File: src/rtl/msrv_32_alu_pkg.sv
// Shared definitions for the MSRV32 ALU and its two-port arbiter:
// funct3 encodings, opcode width and arbiter FSM state type.
package msrv_32_alu_pkg;

    localparam int unsigned ALU_OPCODE_W = 4;

    localparam logic [2:0] FUNCT3_ADD  = 3'b000;
    localparam logic [2:0] FUNCT3_SLL  = 3'b001;
    localparam logic [2:0] FUNCT3_SLT  = 3'b010;
    localparam logic [2:0] FUNCT3_SLTU = 3'b011;
    localparam logic [2:0] FUNCT3_XOR  = 3'b100;
    localparam logic [2:0] FUNCT3_SRL  = 3'b101;
    localparam logic [2:0] FUNCT3_OR   = 3'b110;
    localparam logic [2:0] FUNCT3_AND  = 3'b111;

    typedef enum logic {
        IDLE = 1'b0,
        HOLD = 1'b1
    } arb_state_t;

endpackage

File: src/rtl/msrv_32_alu.sv
// Combinational RV32 integer ALU; opcode bit 3 selects SUB over ADD and SRA over SRL.
module msrv_32_alu
    import msrv_32_alu_pkg::*;
(
    input  logic [31:0]             op_1_in,
    input  logic [31:0]             op_2_in,
    input  logic [ALU_OPCODE_W-1:0] opcode_in,
    output logic [31:0]             result_out
);

    logic [4:0] shamt;
    logic       alt;

    assign shamt = op_2_in[4:0];
    assign alt   = opcode_in[3];

    always_comb begin
        result_out = '0;
        case (opcode_in[2:0])
            FUNCT3_ADD:  result_out = alt ? (op_1_in - op_2_in) : (op_1_in + op_2_in);
            FUNCT3_SLL:  result_out = op_1_in << shamt;
            FUNCT3_SLT:  result_out = {31'b0, $signed(op_1_in) < $signed(op_2_in)};
            FUNCT3_SLTU: result_out = {31'b0, op_1_in < op_2_in};
            FUNCT3_XOR:  result_out = op_1_in ^ op_2_in;
            FUNCT3_SRL:  result_out = alt ? $unsigned($signed(op_1_in) >>> shamt)
                                          : (op_1_in >> shamt);
            FUNCT3_OR:   result_out = op_1_in | op_2_in;
            FUNCT3_AND:  result_out = op_1_in & op_2_in;
            default:     result_out = '0;
        endcase
    end

endmodule

File: src/rtl/msrv_32_alu_arbiter.sv
// Two-port arbiter sharing one ALU; results are registered and held per owner
// until the owner accepts them, allowing one op per cycle when consumed promptly.
module msrv_32_alu_arbiter
    import msrv_32_alu_pkg::*;
#(
    parameter int unsigned RR_EN = 1
) (
    input  logic                    ms_riscv32_mp_clk_in,
    input  logic                    ms_riscv32_mp_rst_n_in,

    input  logic                    req0_valid_in,
    output logic                    req0_ready_out,
    input  logic [31:0]             req0_op_1_in,
    input  logic [31:0]             req0_op_2_in,
    input  logic [ALU_OPCODE_W-1:0] req0_opcode_in,
    output logic                    rsp0_valid_out,
    input  logic                    rsp0_ready_in,
    output logic [31:0]             rsp0_result_out,

    input  logic                    req1_valid_in,
    output logic                    req1_ready_out,
    input  logic [31:0]             req1_op_1_in,
    input  logic [31:0]             req1_op_2_in,
    input  logic [ALU_OPCODE_W-1:0] req1_opcode_in,
    output logic                    rsp1_valid_out,
    input  logic                    rsp1_ready_in,
    output logic [31:0]             rsp1_result_out
);

    arb_state_t              state_q, state_d;
    logic                    owner_q;
    logic                    last_q;
    logic [31:0]             result_q;

    logic                    owner_rsp_ready;
    logic                    can_grant;
    logic                    grant_sel;
    logic                    transfer;
    logic [31:0]             alu_op_1;
    logic [31:0]             alu_op_2;
    logic [ALU_OPCODE_W-1:0] alu_opcode;
    logic [31:0]             alu_result;

    msrv_32_alu u_alu (
        .op_1_in    (alu_op_1),
        .op_2_in    (alu_op_2),
        .opcode_in  (alu_opcode),
        .result_out (alu_result)
    );

    always_comb begin
        state_d         = state_q;
        owner_rsp_ready = owner_q ? rsp1_ready_in : rsp0_ready_in;
        // A held result blocks new grants until its owner consumes it.
        can_grant       = ms_riscv32_mp_rst_n_in && ((state_q == IDLE) || owner_rsp_ready);

        if (req0_valid_in && req1_valid_in) begin
            grant_sel = (RR_EN != 0) ? ~last_q : 1'b0;
        end else begin
            grant_sel = req1_valid_in;
        end

        transfer       = can_grant && (req0_valid_in || req1_valid_in);
        req0_ready_out = transfer && !grant_sel;
        req1_ready_out = transfer && grant_sel;

        alu_op_1   = grant_sel ? req1_op_1_in   : req0_op_1_in;
        alu_op_2   = grant_sel ? req1_op_2_in   : req0_op_2_in;
        alu_opcode = grant_sel ? req1_opcode_in : req0_opcode_in;

        if (transfer) begin
            state_d = HOLD;
        end else if ((state_q == HOLD) && owner_rsp_ready) begin
            state_d = IDLE;
        end
    end

    always_ff @(posedge ms_riscv32_mp_clk_in) begin
        if (!ms_riscv32_mp_rst_n_in) begin
            state_q  <= IDLE;
            owner_q  <= 1'b0;
            last_q   <= 1'b1;
            result_q <= '0;
        end else begin
            state_q <= state_d;
            if (transfer) begin
                owner_q  <= grant_sel;
                last_q   <= grant_sel;
                result_q <= alu_result;
            end
        end
    end

    assign rsp0_valid_out  = (state_q == HOLD) && !owner_q;
    assign rsp1_valid_out  = (state_q == HOLD) && owner_q;
    assign rsp0_result_out = owner_q ? '0 : result_q;
    assign rsp1_result_out = owner_q ? result_q : '0;

endmodule

File: config.mk
export PLATFORM = sky130hd
export DESIGN_NAME = msrv_32_alu_arbiter
export DESIGN_NICKNAME = d
export VERILOG_FILES = /design/src/rtl/msrv_32_alu_pkg.sv /design/src/rtl/msrv_32_alu.sv /design/src/rtl/msrv_32_alu_arbiter.sv
export SDC_FILE = /design/constraint.sdc
export NUM_CORES = 1
export LEC_CHECK = 0
export ABC_AREA = 1
export CAP_MARGIN = 30
export CORE_MARGIN = 5
export CORE_UTILIZATION = 25
export DETAILED_ROUTE_END_ITERATION = 8
export DONT_BUFFER_PORTS = 1
export SYNTH_ARGS = -nofsm -noshare
export SYNTH_HDL_FRONTEND = slang
export SYNTH_SLANG_ARGS = --single-unit
File: constraint.sdc
create_clock -name ms_riscv32_mp_clk_in -period 3.79 [get_ports ms_riscv32_mp_clk_in]
set_input_delay 0.5685 -clock ms_riscv32_mp_clk_in [delete_from_list [all_inputs] [get_ports ms_riscv32_mp_clk_in]]
set_output_delay 0.5685 -clock ms_riscv32_mp_clk_in [all_outputs]
set_load 0.02 [all_outputs]
Yosys cells after proc, flatten, opt, wreduce, memory -nomap -nowiden
Cells that the tools add are included.
{ "op_classes": {"addsub": 2, "n_bitwise": 5, "reduce_logical": 14, "shifts": 3, "div_mod_pow": 0, "mux": 12, "n_mul": 0, "n_lt_le_gt_ge": 2, "eq_ne": 7} }
{ "op_table": {"columns": ["cell", "n"], "rows": [
  ["$pmux W32 S8", 1],
  ["$mux W32", 6],
  ["$lt A32 B32 Y1", 2],
  ["$add A32 B32 Y32", 1],
  ["$and A32 B32 Y32", 1],
  ["$or A32 B32 Y32", 1],
  ["$shl A32 B5 Y32", 1],
  ["$shr A32 B5 Y32", 1],
  ["$sshr A32 B5 Y32", 1],
  ["$sub A32 B32 Y32", 1],
  ["$xor A32 B32 Y32", 1],
  ["$eq A3 B3 Y1 const B", 4],
  ["$logic_and A1 B1 Y1", 8],
  ["$eq A3 B2 Y1 const B", 2],
  ["$mux W1", 4],
  ["$mux W4", 1],
  ["$eq A3 B1 Y1 const B", 1],
  ["$logic_not A3 Y1", 1],
  ["$logic_not A1 Y1", 2],
  ["$logic_or A1 B1 Y1", 2],
  ["$not A1 Y1", 2],
  ["$reduce_bool A2 Y1", 1]
]} }
{ "word_totals": {"regBits": 35, "latch_bits": 0, "output_inout_bits": 68, "memories": 0, "rom_bits": 0, "mem_bits_rw": 0} }

Logic depth before layout (Yosys ltp)
{ "depth": {"depth_word": 6, "depth_mapped": 27, "mapped_depth_nobuf": 24} }

Cells and area by module
A second synthesis with hierarchy kept.
{ "unflattened": {"hier_cells": 2538, "hier_area_um2": 12351.8} }
{ "by_module_without_submodules": {"columns": ["module", "instances", "area_per_inst_um2", "cells_per_inst"], "rows": [
  ["msrv_32_alu", 1, 9705.6, 2017],
  ["msrv_32_alu_arbiter", 1, 2646.3, 521]
]} }

Least setup slack after synthesis
No wires, ideal clock.
{ "synth_timing": {"kind": "input -> register", "from": "input port req0_valid_in", "to": "register result_q[20]", "slack_ns": 0.227, "path_stages": 26, "t_arrival_ns": 3.451, "setup_ns": 0.112, "path_cell_list": "nand2_4 nand2_4 buf_6 buf_6 buf_4 o21ai_4 buf_4 buf_2 ha_1 clkbuf_1 inv_1 nand2_1 o21ai_0 nand2_1 nand2_1 nand2_1 nand3_1 nand2_1 o21ai_1 nand2_1 nand2_1 nand2_1 nand3_1 nand2_1 nand2_1 nand2_1"} }
{ "synth_between": {"elab_chain_cells": 6, "word_cells_on_any_way": 26, "cone_classes": "2 x add/sub; 7 x eq/ne; 3 x shift; 7 x mux; 3 x bitwise; 4 x reduce/logical"} }
{ "synth_lines": {"columns": ["item", "line_no", "text"], "rows": [
  ["start, declared", "msrv_32_alu_arbiter.sv:11", "input logic req0_valid_in,"],
  ["$logic_and A1 B1 Y1", "msrv_32_alu_arbiter.sv:57", "if (req0_valid_in && req1_valid_in) begin"],
  ["$mux W1", "msrv_32_alu_arbiter.sv:57", null],
  ["$mux W32 (on tied branches)", "msrv_32_alu_arbiter.sv:67, msrv_32_alu_arbiter.sv:68", null],
  ["$add A32 B32 Y32, or another cell as far along", "msrv_32_alu.sv:20", "FUNCT3_ADD: result_out = alt ? (op_1_in - op_2_in) : (op_1_in + op_2_in);"],
  ["$mux W32 (on tied branches)", "msrv_32_alu.sv:20, msrv_32_alu.sv:25", null],
  ["$pmux W32 S8", "msrv_32_alu.sv:19", "case (opcode_in[2:0])"],
  ["end signal, assigned", "msrv_32_alu_arbiter.sv:89", "result_q <= alu_result;"],
  ["end, declared", "msrv_32_alu_arbiter.sv:33", "logic [31:0] result_q;"]
]} }
Parallel ways exist; a longest one is shown, timed or not.
A chain may end at the register's enable or synchronous reset.

Worst setup path in the final report
{ "layout_timing": {"from": "register last_q", "to": "register result_q[18]"} }
{ "layout_between": {"elab_chain_cells": 6, "word_cells_on_any_way": 24, "cone_classes": "2 x add/sub; 7 x eq/ne; 3 x shift; 7 x mux; 4 x bitwise; 1 x reduce/logical"} }
{ "layout_lines": {"columns": ["item", "line_no", "text"], "rows": [
  ["start, declared", "msrv_32_alu_arbiter.sv:32", "logic last_q;"],
  ["start signal, assigned", "msrv_32_alu_arbiter.sv:88", "last_q <= grant_sel;"],
  ["$not A1 Y1 *", "msrv_32_alu_arbiter.sv:58", "grant_sel = (RR_EN != 0) ? ~last_q : 1'b0;"],
  ["$mux W1 *", "msrv_32_alu_arbiter.sv:57", null],
  ["$mux W32 (on tied branches)", "msrv_32_alu_arbiter.sv:67, msrv_32_alu_arbiter.sv:68", null],
  ["$add A32 B32 Y32, or another cell as far along", "msrv_32_alu.sv:20", null],
  ["$mux W32 (on tied branches)", "msrv_32_alu.sv:20, msrv_32_alu.sv:25", null],
  ["$pmux W32 S8 *", "msrv_32_alu.sv:19", null]
]} }
Mark *: on every way between the ends. The rest lies on a longest branch, timed or not.

==> metrics.csv <==
stage;metric;value;unit
yosys;ys_warn_count;0;
yosys;yosysMostFrequentCell;nand2_1;
floorplan;die_x;229;um
yosys;synth_xor_area_frac;0.00729;
sta;worst_pin_slew;0.859;ns
cells_and_area;antenna_cells;0;
clocking;cts_tree;built;
grt;grt_usage;0.246;
pwr;vdd_ir_drop_max;0.000164;V
clocking;clockRootBuffer;clkbuf_16;
floorplan;start_util;0.252;
yosys;postSynthAreaPerCell;5.05;sq um
yosys;netlist_area;12000;sq um
detailed_routing;drt-vias-per-instance;5.39;
place;gp_congestion;1.08;
detailed_routing;final_antenna_net_count;0;
yosys;seq_area_frac_synth;0.0583;
clocking;cts_buffer_depth;2;
detailed_routing;wire_per_inst;22.4;um
worst_hold_path;hold_path_class;input pin to register;
floorplan;core_area;47600;sq um
clocking;htree_levels;2;
grt;antenna_found_initial;2;
worst_setup_path;startpoint_type;register;
sta;slew_headroom;0.421;
worst_setup_path;critPathMaxFanout;8;
clocking;hold_buffers;0;
detailed_routing;vias;16400;
worst_setup_path;cp_common_cell;nand2_1;
yosys;synth.area.mux_share;0;
sta;fin_ws;0.128;ns
yosys;async_reset_ff_frac;0;
cells_and_area;final_nets;2665;
cells_and_area;areaGrowthSynthToFinish;14.9;%
place;portBuffers;0;
yosys;synth-simple-area-share;0.469;
place;dpl_worst_slack;-0.266;ns
clocking;tritoncts.num_buffers;5;
sta;finalHoldViolations;0;
worst_setup_path;worst_ep_required_time;3.97;ns
flow_run;max_cap_violations;0;
sta;drv_slew;0;
cells_and_area;final_cell_area;13800;sq um
place;dpl.hpwl;57.6;mm
clocking;worstSkewPairLatency;0.30;ns
detailed_routing;dr.pass1.iters;6;
worst_setup_path;crit_chain;nand2_4, nand2_8, clkinvlp_4, buf_4, or2_2, o21ai_4, ha_1, buf_4, a21oi_1, nand2_1, nand2_1, nand2_2, nand3_1, nand2_1, nand2_1, a21oi_1, o21ai_1, nand3_1, nand2_1, nor2_1, nor2_2, nor2_1;
detailed_routing;drc;0;
yosys;syn_inst;2378;
worst_setup_path;crit_family;simple AND/OR/NAND/NOR gates;
place;dp.cells;3032;
place;placed_area;13500;sq um
detailed_routing;routed_wl;68.2;mm
sta;skew;0.0120;ns
cells_and_area;final_layout_size_suffix_gt1_frac;0.0947;
sta;period_share;0.966;
worst_setup_path;critPathKind;register to register;
sta;tns;0;ns
pwr;cellPowerDensity;330;nW/um^2
worst_setup_path;cp-end-kind;register;
yosys;synth-edff-count;0;
grt;grt_pass1_vias;14900;
yosys;synth_compound_area_frac;0.197;
cells_and_area;fillerInstances;5616;
yosys;synth_fp_nets;2614;
yosys;ys_seq_elements;35;
yosys;synth_top_area_frac;0.236;
yosys;yosysUniqueCellTypes;52;
yosys;synth_top_cell_by_area;nand2_1;
grt;grt_max_degree;66;
clocking;cts_sinks;35;
worst_setup_path;cp_slowest_stage_delay;0.38;ns
grt;grt_pass1_wl;98.9;mm
worst_setup_path;cp_num_buf_inv;3;
floorplan;die_h;229;um
sta;finalSetupViolCount;0;
yosys;synth_commonest_cells;755 x nand2_1, 375 x inv_1, 327 x nand3_1, 173 x nor2_1, 123 x o21ai_0;
floorplan;fp-row-count;80;
sta;rsz0062_at_grt;yes;
pwr;leakagePower;7.59;nW
grt;grt-ovfl-total;0;
worst_setup_path;arrival;3.84;ns
floorplan;dieArea;52600;sq um
sta;fmax;0.273;GHz
worst_setup_path;slowest_stage;dfxtp_1;
cells_and_area;instances_no_fill;3045;
yosys;synth_top_family_by_area;simple AND/OR/NAND/NOR gates;
floorplan;ios;210;
clocking;clkSlewWorstSetupHoldPaths;0.07;ns
yosys;yosys.area_share.adder;0.0991;
sta;min_period;3.66;ns
yosys;synthTopCellsByArea;nand2_1 24%, nand3_1 14%, inv_1 12%;
detailed_routing;drtIter0Drc;2183;
run_status;outcome;finished clean;
yosys;ys.flop_type;dfxtp_1;
==> where the power goes <==
group          leakage (nW)  total [mW]  switching, mW  internal, mW
Combinational          7.22        3.58           2.51          1.07
Clock                0.0804       0.508          0.194         0.313
Sequential            0.292       0.472         0.0477         0.424
==> stage by stage <==
stage | hold WS [ns] | utilization | power [mW]
floorplan | 0.458 | - | 2.58
global placement | 0.496 | 0.283 | 3.92
detailed placement | 0.495 | 0.283 | 3.89
CTS | 0.407 | 0.287 | 4.43
global route | 0.422 | 0.290 | 4.87
finish | 0.413 | 0.290 | 4.56
==> path summary, 6_finish.rpt <==
kind / startpoint / to / slack [ns] / cells past startpoint
hold / removal: ms_riscv32_mp_rst_n_in / result_q[9] / 0.41 / 2
setup reg to reg: last_q / result_q[18] / 0.13 / 22
hold reg to reg: result_q[1] / result_q[1] / 0.50 / 2
setup / recovery: last_q / result_q[18] / 0.13 / 22
==> area by class of cell <==
type	count	area, sq um	area share
multi-input cells	1841	9370	0.678
inverters	386	1450	0.105
repair buffers	160	1350	0.0978
well taps	615	769	0.0557
flip-flops and latches	35	702	0.0508
clock buffers	5	125	0.00906
clock inverters	3	46.3	0.00335
==> sequential cells by signal, indices dropped and copies added, names as in the netlist <==
name / flops
owner_q: 1
result_q: 32
state_q: 1
last_q: 1
==> cells in the final DEF, fill, tap and decap left out, drive strengths merged, types with 6 or more instances in the layout <==
cell type and instances:
inv 386, nand4 27, nand2 760, xor2 9, a21oi 122, o22ai 11, dfxtp 35, a211oi 6
a21boi 12, clkbuf 6, nor3 22, a22oi 12, or2 9, o221ai 11, o21ai 180, buf 159
o21bai 8, nor2 178, o211ai 24, a31oi 7, nand3 330, ha 92
==> timing repair <==
item	4_1_cts	5_1_grt
resized for setup	2	24
cloned	0	1
buffers inserted	0	4
setup endpoints to repair	2	25
==> cells by family (layout without fill, tap and decap cells) <==
family | after synthesis | after routing
AND/OR/NAND/NOR | 1331 | 1331
buffers and inverters | 502 | 554
AO/OA/AOI/OAI | 406 | 406
adder cells (fa/ha/maj) | 94 | 94
flip-flops | 35 | 35
XOR/XNOR | 10 | 10
==> layer usage <==
layer	vias up	wire length [um]	global-route usage
met4	4	2590	0.0752
met2	1109	26700	0.351
met1	7431	30700	0.367
li1	7742	-	-
met5	-	14	0
met3	137	8230	0.0523
Power figures use the tool's default switching activity.
